## src/rtl/multiport_fifo_if.sv

```systemverilog
// ---------------------------------------------------------------------------
// multiport_fifo_if
// Purpose : Bundles the producer, consumer and flush signals of a
//           multiport_fifo into one interface.
// Parameters mirror the FIFO: ENTRY_WIDTH, N_ENTRIES, N_ENQ, N_DEQ.
// Signals :
//   flush     - synchronous discard of all FIFO contents
//   enq_valid - per enqueue lane valid, lane 0 oldest
//   enq_ready - per enqueue lane ready (free slots > lane index)
//   enq_data  - enqueue lane data, lane i at [i*ENTRY_WIDTH +: ENTRY_WIDTH]
//   deq_ready - per dequeue lane consumer ready, lane 0 oldest
//   deq_valid - per dequeue lane valid (occupied slots > lane index)
//   deq_data  - dequeue lane data, lane i = entry at head+i
//   count     - occupied entries
//   free_cnt  - free entries
// Modports: master = pipeline side driving the FIFO, slave = the FIFO itself.
// ---------------------------------------------------------------------------
interface multiport_fifo_if #(
    parameter int ENTRY_WIDTH = 32,
    parameter int N_ENTRIES   = 8,
    parameter int N_ENQ       = 2,
    parameter int N_DEQ       = 2
);
    localparam int PTR_WIDTH = $clog2(N_ENTRIES);
    localparam int CNT_WIDTH = PTR_WIDTH + 1;

    logic                         flush;
    logic [N_ENQ-1:0]             enq_valid;
    logic [N_ENQ-1:0]             enq_ready;
    logic [N_ENQ*ENTRY_WIDTH-1:0] enq_data;
    logic [N_DEQ-1:0]             deq_ready;
    logic [N_DEQ-1:0]             deq_valid;
    logic [N_DEQ*ENTRY_WIDTH-1:0] deq_data;
    logic [CNT_WIDTH-1:0]         count;
    logic [CNT_WIDTH-1:0]         free_cnt;

    modport master (
        output flush, enq_valid, enq_data, deq_ready,
        input  enq_ready, deq_valid, deq_data, count, free_cnt
    );

    modport slave (
        input  flush, enq_valid, enq_data, deq_ready,
        output enq_ready, deq_valid, deq_data, count, free_cnt
    );
endinterface

```

## src/rtl/multiport_fifo.sv

```systemverilog
// ---------------------------------------------------------------------------
// multiport_fifo
// Purpose : Multi-lane in-order FIFO used between superscalar pipeline stages.
//           Accepts up to N_ENQ entries and returns up to N_DEQ entries per
//           cycle, with a synchronous flush for mispredict/exception recovery.
// Ports   :
//   clk    - rising-edge clock
//   rst_aL - asynchronous reset, active low; clears counters and storage
//   bus    - multiport_fifo_if slave modport (handshakes, data, occupancy)
// All bus outputs are derived from registered state only, so there is no
// combinational path from enq_valid/deq_ready to any output.
// ---------------------------------------------------------------------------
module multiport_fifo #(
    parameter int ENTRY_WIDTH = 32,
    parameter int N_ENTRIES   = 8,
    parameter int N_ENQ       = 2,
    parameter int N_DEQ       = 2
) (
    input  logic              clk,
    input  logic              rst_aL,
    multiport_fifo_if.slave   bus
);
    localparam int PTR_WIDTH = $clog2(N_ENTRIES);
    localparam int CNT_WIDTH = PTR_WIDTH + 1;
    localparam logic [CNT_WIDTH-1:0] DEPTH = CNT_WIDTH'(N_ENTRIES);

    // Counters carry one extra MSB so full (difference = DEPTH) and empty
    // (difference = 0) are distinguishable; low bits are the ring pointers.
    logic [CNT_WIDTH-1:0]   r_enqCtr;
    logic [CNT_WIDTH-1:0]   r_deqCtr;
    logic [ENTRY_WIDTH-1:0] r_mem [N_ENTRIES];

    logic [CNT_WIDTH-1:0]   w_count;
    logic [CNT_WIDTH-1:0]   w_free;
    logic [PTR_WIDTH-1:0]   w_enqPtr;
    logic [PTR_WIDTH-1:0]   w_deqPtr;
    logic [N_ENQ-1:0]       w_enqFire;
    logic                   w_enqRun;
    logic [CNT_WIDTH-1:0]   w_nEnq;
    logic                   w_deqRun;
    logic [CNT_WIDTH-1:0]   w_nDeq;

    assign w_count  = r_enqCtr - r_deqCtr;
    assign w_free   = DEPTH - w_count;
    assign w_enqPtr = r_enqCtr[PTR_WIDTH-1:0];
    assign w_deqPtr = r_deqCtr[PTR_WIDTH-1:0];

    assign bus.count    = w_count;
    assign bus.free_cnt = w_free;

    genvar g;
    generate
        for (g = 0; g < N_ENQ; g++) begin : g_enqReady
            assign bus.enq_ready[g] = (w_free > CNT_WIDTH'(g));
        end
        // Pointer addition in PTR_WIDTH bits gives the modulo-depth wrap.
        for (g = 0; g < N_DEQ; g++) begin : g_deqLane
            assign bus.deq_valid[g] = (w_count > CNT_WIDTH'(g));
            assign bus.deq_data[g*ENTRY_WIDTH +: ENTRY_WIDTH] =
                r_mem[w_deqPtr + PTR_WIDTH'(g)];
        end
    endgenerate

    // Accepted enqueue lanes form a contiguous prefix: the first lane that is
    // invalid or not ready stops acceptance for every younger lane.
    always_comb begin
        w_enqFire = '0;
        w_enqRun  = 1'b1;
        w_nEnq    = '0;
        for (int i = 0; i < N_ENQ; i++) begin
            w_enqRun     = w_enqRun & bus.enq_valid[i] & bus.enq_ready[i];
            w_enqFire[i] = w_enqRun;
            if (w_enqRun) begin
                w_nEnq = w_nEnq + CNT_WIDTH'(1);
            end
        end
    end

    // Dequeue lanes likewise retire as a contiguous prefix.
    always_comb begin
        w_deqRun = 1'b1;
        w_nDeq   = '0;
        for (int i = 0; i < N_DEQ; i++) begin
            w_deqRun = w_deqRun & bus.deq_ready[i] & bus.deq_valid[i];
            if (w_deqRun) begin
                w_nDeq = w_nDeq + CNT_WIDTH'(1);
            end
        end
    end

    // Flush empties the FIFO by snapping the read counter to the write
    // counter and overrides any enqueue/dequeue in the same cycle; stored
    // data is left untouched. Capacity is judged on start-of-cycle free
    // slots, so slots freed by a concurrent dequeue are not reused.
    always_ff @(posedge clk or negedge rst_aL) begin
        if (!rst_aL) begin
            r_enqCtr <= '0;
            r_deqCtr <= '0;
            for (int i = 0; i < N_ENTRIES; i++) begin
                r_mem[i] <= '0;
            end
        end else if (bus.flush) begin
            r_deqCtr <= r_enqCtr;
        end else begin
            for (int i = 0; i < N_ENQ; i++) begin
                if (w_enqFire[i]) begin
                    r_mem[w_enqPtr + PTR_WIDTH'(i)] <=
                        bus.enq_data[i*ENTRY_WIDTH +: ENTRY_WIDTH];
                end
            end
            r_enqCtr <= r_enqCtr + w_nEnq;
            r_deqCtr <= r_deqCtr + w_nDeq;
        end
    end

    // Occupancy can never exceed the depth; a violation means the
    // ready/valid gating above is broken.
    always @(posedge clk) begin
        if (rst_aL) begin
            assert (w_count <= DEPTH);
        end
    end
endmodule
```

## src/flat_wrapper.sv

```systemverilog
// flat-port wrapper written by rule: the top's interface ports become plain ports
module multiport_fifo_flat 
#(
    parameter int ENTRY_WIDTH = 32,
    parameter int N_ENTRIES   = 8,
    parameter int N_ENQ       = 2,
    parameter int N_DEQ       = 2
)
  (clk, rst_aL, bus_flush, bus_enq_valid, bus_enq_data, bus_deq_ready, bus_enq_ready, bus_deq_valid, bus_deq_data, bus_count, bus_free_cnt);
  multiport_fifo_if #(.ENTRY_WIDTH(ENTRY_WIDTH), .N_ENTRIES(N_ENTRIES), .N_ENQ(N_ENQ), .N_DEQ(N_DEQ)) bus_i ();
  input  logic clk;
  input  logic rst_aL;
  input wire logic [$bits(bus_i.flush)-1:0] bus_flush;
  input wire logic [$bits(bus_i.enq_valid)-1:0] bus_enq_valid;
  input wire logic [$bits(bus_i.enq_data)-1:0] bus_enq_data;
  input wire logic [$bits(bus_i.deq_ready)-1:0] bus_deq_ready;
  output wire logic [$bits(bus_i.enq_ready)-1:0] bus_enq_ready;
  output wire logic [$bits(bus_i.deq_valid)-1:0] bus_deq_valid;
  output wire logic [$bits(bus_i.deq_data)-1:0] bus_deq_data;
  output wire logic [$bits(bus_i.count)-1:0] bus_count;
  output wire logic [$bits(bus_i.free_cnt)-1:0] bus_free_cnt;
  assign bus_i.flush = bus_flush;
  assign bus_i.enq_valid = bus_enq_valid;
  assign bus_i.enq_data = bus_enq_data;
  assign bus_i.deq_ready = bus_deq_ready;
  assign bus_enq_ready = bus_i.enq_ready;
  assign bus_deq_valid = bus_i.deq_valid;
  assign bus_deq_data = bus_i.deq_data;
  assign bus_count = bus_i.count;
  assign bus_free_cnt = bus_i.free_cnt;
  multiport_fifo #(.ENTRY_WIDTH(ENTRY_WIDTH), .N_ENTRIES(N_ENTRIES), .N_ENQ(N_ENQ), .N_DEQ(N_DEQ)) u_core (.clk(clk), .rst_aL(rst_aL), .bus(bus_i));
endmodule
```

## config.mk

```make
export PLATFORM = sky130hd
export DESIGN_NAME = multiport_fifo_flat
export DESIGN_NICKNAME = d
export VERILOG_FILES = /design/src/rtl/multiport_fifo_if.sv /design/src/rtl/multiport_fifo.sv /design/src/flat_wrapper.sv
export SDC_FILE = /design/constraint.sdc
export NUM_CORES = 1
export LEC_CHECK = 0
export CAP_MARGIN = 10
export CORE_UTILIZATION = 35
export DETAILED_ROUTE_END_ITERATION = 7
export SLEW_MARGIN = 40
export SYNTH_ARGS = -nofsm -noshare
export SYNTH_HDL_FRONTEND = slang
export SYNTH_SLANG_ARGS = --single-unit
export TNS_END_PERCENT = 30
```

## constraint.sdc

```tcl
create_clock -name clk -period 7.5 [get_ports clk]
set_input_delay 1.875 -clock clk [delete_from_list [all_inputs] [get_ports clk]]
set_output_delay 1.875 -clock clk [all_outputs]
set_load 0.01 [all_outputs]
```

==> metrics <==
run status=finished, violations left; violations in the final reports=DRC; cell types with the highest counts after synthesis=sky130_fd_sc_hd__a211oi_1 (750), sky130_fd_sc_hd__dfrtp_1 (264), sky130_fd_sc_hd__a31oi_1 (253); Die Span X=between 200 and 250 um; root buffer selected by CTS=sky130_fd_sc_hd__clkbuf_16; Ports=about 150; maximum net fanout on the critical path=60; Post-CTS Setup Inserts=0; source of the worst hold timing path=u_core.r_enqCtr[3]$_DFFE_PN0N_; Net count, final=2068; synth top area cells=sky130_fd_sc_hd__dfrtp_1 (31%), sky130_fd_sc_hd__a211oi_1 (27%), sky130_fd_sc_hd__mux4_2 (14%); count of flip-flops with a built-in enable after synthesis=0; final instance area=23340 um2; GR Util All Layers=0.2847; final worst path period share=0.8016; depth of the worst hold-timing path=1; Reg clk slew, reported paths=~0.06 ns; mean number of vias per cell=~7.4; cells traversed along the worst timing path=inv_1 > ha_1 > fa_1 > xor2_2 > inv_2 > nor3_4 > xor3_4 > nand2_1 > clkdlybuf4s50_1; number of buffer cells added on primary ports=roughly 150; average cell area after synthesis=between 9 and 10 um2; Setup-failing EPs final=0; Worst path max stage delay=approximately 0.71 ns; number of antenna violations at the first check in global routing=1; clock tree skew after final layout=roughly 0.011 ns; via count=roughly 21000; clock buffers created by TritonCTS=35; post-route ant nets=0; hold endpoint=u_core.r_enqCtr[3]$_DFFE_PN0N_; final routed wire length divided by cell count=around 32 um; Cell Area, Synth=around 21000 um2; startpoint of the worst register-to-register path=u_core.r_enqCtr[0]$_DFFE_PN0N_; area of combinational cells with multiple inputs=~12000 um2; detailed placer's ending HPWL=46880 um; quantity of gates resized following cts=0; area added between synthesis and finish=10.58%; Max Clock Freq=between 150 and 200 MHz; terminus of the critical flop-to-flop path=u_core.r_mem[68]$_DFFE_PN0N_; share of layout cells above drive strength 1=0.1937; post-synthesis sequential element count=approximately 260; die outline height=247.6 um; DRT Pass-1 Iters=8; class of the worst hold path=reg2reg; Detailed Route Iter0 Violations=around 2700; Die Area=roughly 61000 um2; net count after synthesis=2209; Final Critical Period=approximately 6 ns; Congestion Overflow GR=0; routed wire length=between 80000 and 90000 um; crit path DAT=slightly above 4 ns; type of destination of the critical path=output port; pin count of the biggest net entering global routing=approximately 160; crit-path leading delay family=XOR/XNOR gates; number of warnings issued by yosys=0; r2r worst-path depth=11; Top FF cell, synth=sky130_fd_sc_hd__dfrtp_1; H-tree levels=2; post-route DRC violation count=12; Critical path buffers and inverters=3; storage element area=~6600 um2; Setup CP Type=reg2out; deepest clock path buffer count=3; setup repair after global routing missed its margin=false; Core Rows=89; slew at the pin closest to its max-slew limit=0.8735 ns; number of hold violations in the final report=0; Total Neg Setup Slack=0 ns; fraction of the yosys area taken by sequential cells=0.3129; worst path required time=between 5 and 6 ns; starting density of the core=0.3557; Post-Place Cell Area=roughly 22000 um2; largest area contributor in the synthesized netlist=sky130_fd_sc_hd__dfrtp_1; Post-CTS Hold Buffers=0; startpoint class of the critical path=flop; Clock Sinks=approximately 260; library cell with the highest instance count after synthesis=sky130_fd_sc_hd__a211oi_1; placer congestion estimate=between 0.8 and 0.9; Core Region=between 50000 and 60000 um2; global-route wire length before repair=132700 um; library cell contributing the largest single delay on the critical path=sky130_fd_sc_hd__xor3_4; FFs w/ async S/R, synth=1.000; share of Yosys cell area claimed by the top area cell type=0.3129; reported max-cap violation count=0; distinct cell type count of the synthesized netlist=45; TritonCTS clock tree=done; r2r setup slk=around 2.6 ns; source-to-sink clock delay at the later pin of the worst-skew pair=0.55 ns; count of fill cells added during filler insertion=between 5000 and 6000; Slew HR=0.4177; vias in the first global route=~20000; Post-Syn Instances=roughly 2100; number of max-slew violations in the final report=0
-- how the worst max path moves through the flow --
| stage | from | slack (ns) | cells after the start | end |
|---|---|---|---|---|
| after global routing | u_core.r_enqCtr[0]$_DFFE_PN0N_ | 1.29 | 9 | bus_enq_ready[1] |
| after floorplan | u_core.r_deqCtr[1]$_DFF_PN0_ | 2.79 | 11 | bus_enq_ready[0] |
| after CTS | u_core.r_deqCtr[0]$_DFF_PN0_ | 1.48 | 8 | bus_enq_ready[0] |
| after global placement | u_core.r_deqCtr[0]$_DFF_PN0_ | 2.14 | 8 | bus_enq_ready[0] |
| after detailed placement | u_core.r_deqCtr[0]$_DFF_PN0_ | 2.06 | 8 | bus_enq_ready[1] |
| final | u_core.r_enqCtr[0]$_DFFE_PN0N_ | 1.49 | 9 | bus_enq_ready[0] |
-- cells in the final DEF, fill, tap and decap left out, types with 11 or more instances in the layout --
cell type                         synthesis  routed
sky130_fd_sc_hd__a211oi_2                18      18
sky130_fd_sc_hd__buf_6                   38      11
sky130_fd_sc_hd__clkbuf_16                0      37
sky130_fd_sc_hd__buf_4                   19      42
sky130_fd_sc_hd__nand2_1                117     116
sky130_fd_sc_hd__a211oi_1               750     750
sky130_fd_sc_hd__a31oi_1                253     253
sky130_fd_sc_hd__clkdlybuf4s50_1          0     144
sky130_fd_sc_hd__dfrtp_1                264     261
sky130_fd_sc_hd__or2_2                   64      64
sky130_fd_sc_hd__mux2_2                  32      32
sky130_fd_sc_hd__mux4_2                 128     128
sky130_fd_sc_hd__ha_1                    14      13
sky130_fd_sc_hd__inv_1                   15      15
-- cells by family after synthesis --
| group | Yosys count | share of synthesized area |
|---|---|---|
| compound gates | 1045 | 0.3610 |
| xor+xnor | 10 | 0.005275 |
| fa+ha+maj | 17 | 0.01114 |
| buf+inv | 402 | 0.1048 |
| flops | 264 | 0.3129 |
| mux | 160 | 0.1536 |
| simple gates | 223 | 0.05127 |
-- through the flow --
stage          hold WS, ns  utilization  worst slack (ns)  cells
2_1_floorplan       0.4823            -             2.785   2121
3_3_place_gp        0.5105       0.3705             2.141   2711
3_5_place_dp        0.5030       0.3730             2.056   2715
4_1_cts             0.5118       0.3928             1.480   2775
5_1_grt             0.5329       0.3932             1.290   2776
6_report            0.5076       0.3933             1.488   2778
-- registers in the layout, indices dropped and copies added, names as in the netlist --
register / cells
u_core.r_deqCtr: 4
u_core.r_enqCtr: 4
u_core.r_mem: 256
-- area by class of cell --
type | count | area share
Clock inverter | 8 | 0.005038
Inverter | 17 | 0.002734
Timing Repair Buffer | 207 | 0.08924
Tap cell | 773 | 0.04143
Clock buffer | 52 | 0.04508
Multi-Input combinational cell | 1455 | 0.5329
Sequential cell | 264 | 0.2834
Antenna cell | 2 | 0.0002144
-- layer usage --
| metal | wire length, um | track usage | vias to the layer above | share of wire |
|---|---|---|---|---|
| li1 | - | - | 8346 | - |
| met1 | 34540 | 0.3768 | 10370 | 0.39 |
| met2 | 39750 | 0.4319 | 1520 | 0.45 |
| met3 | 9824 | 0.07093 | 325 | 0.11 |
| met4 | 4346 | 0.1413 | 2 | 0.049 |
| met5 | 79 | 0 | - | 0.00089 |
Power is left out: the tool's default activity adds up to more than one toggle a clock period on the data nets, which glitch-free logic cannot reach.
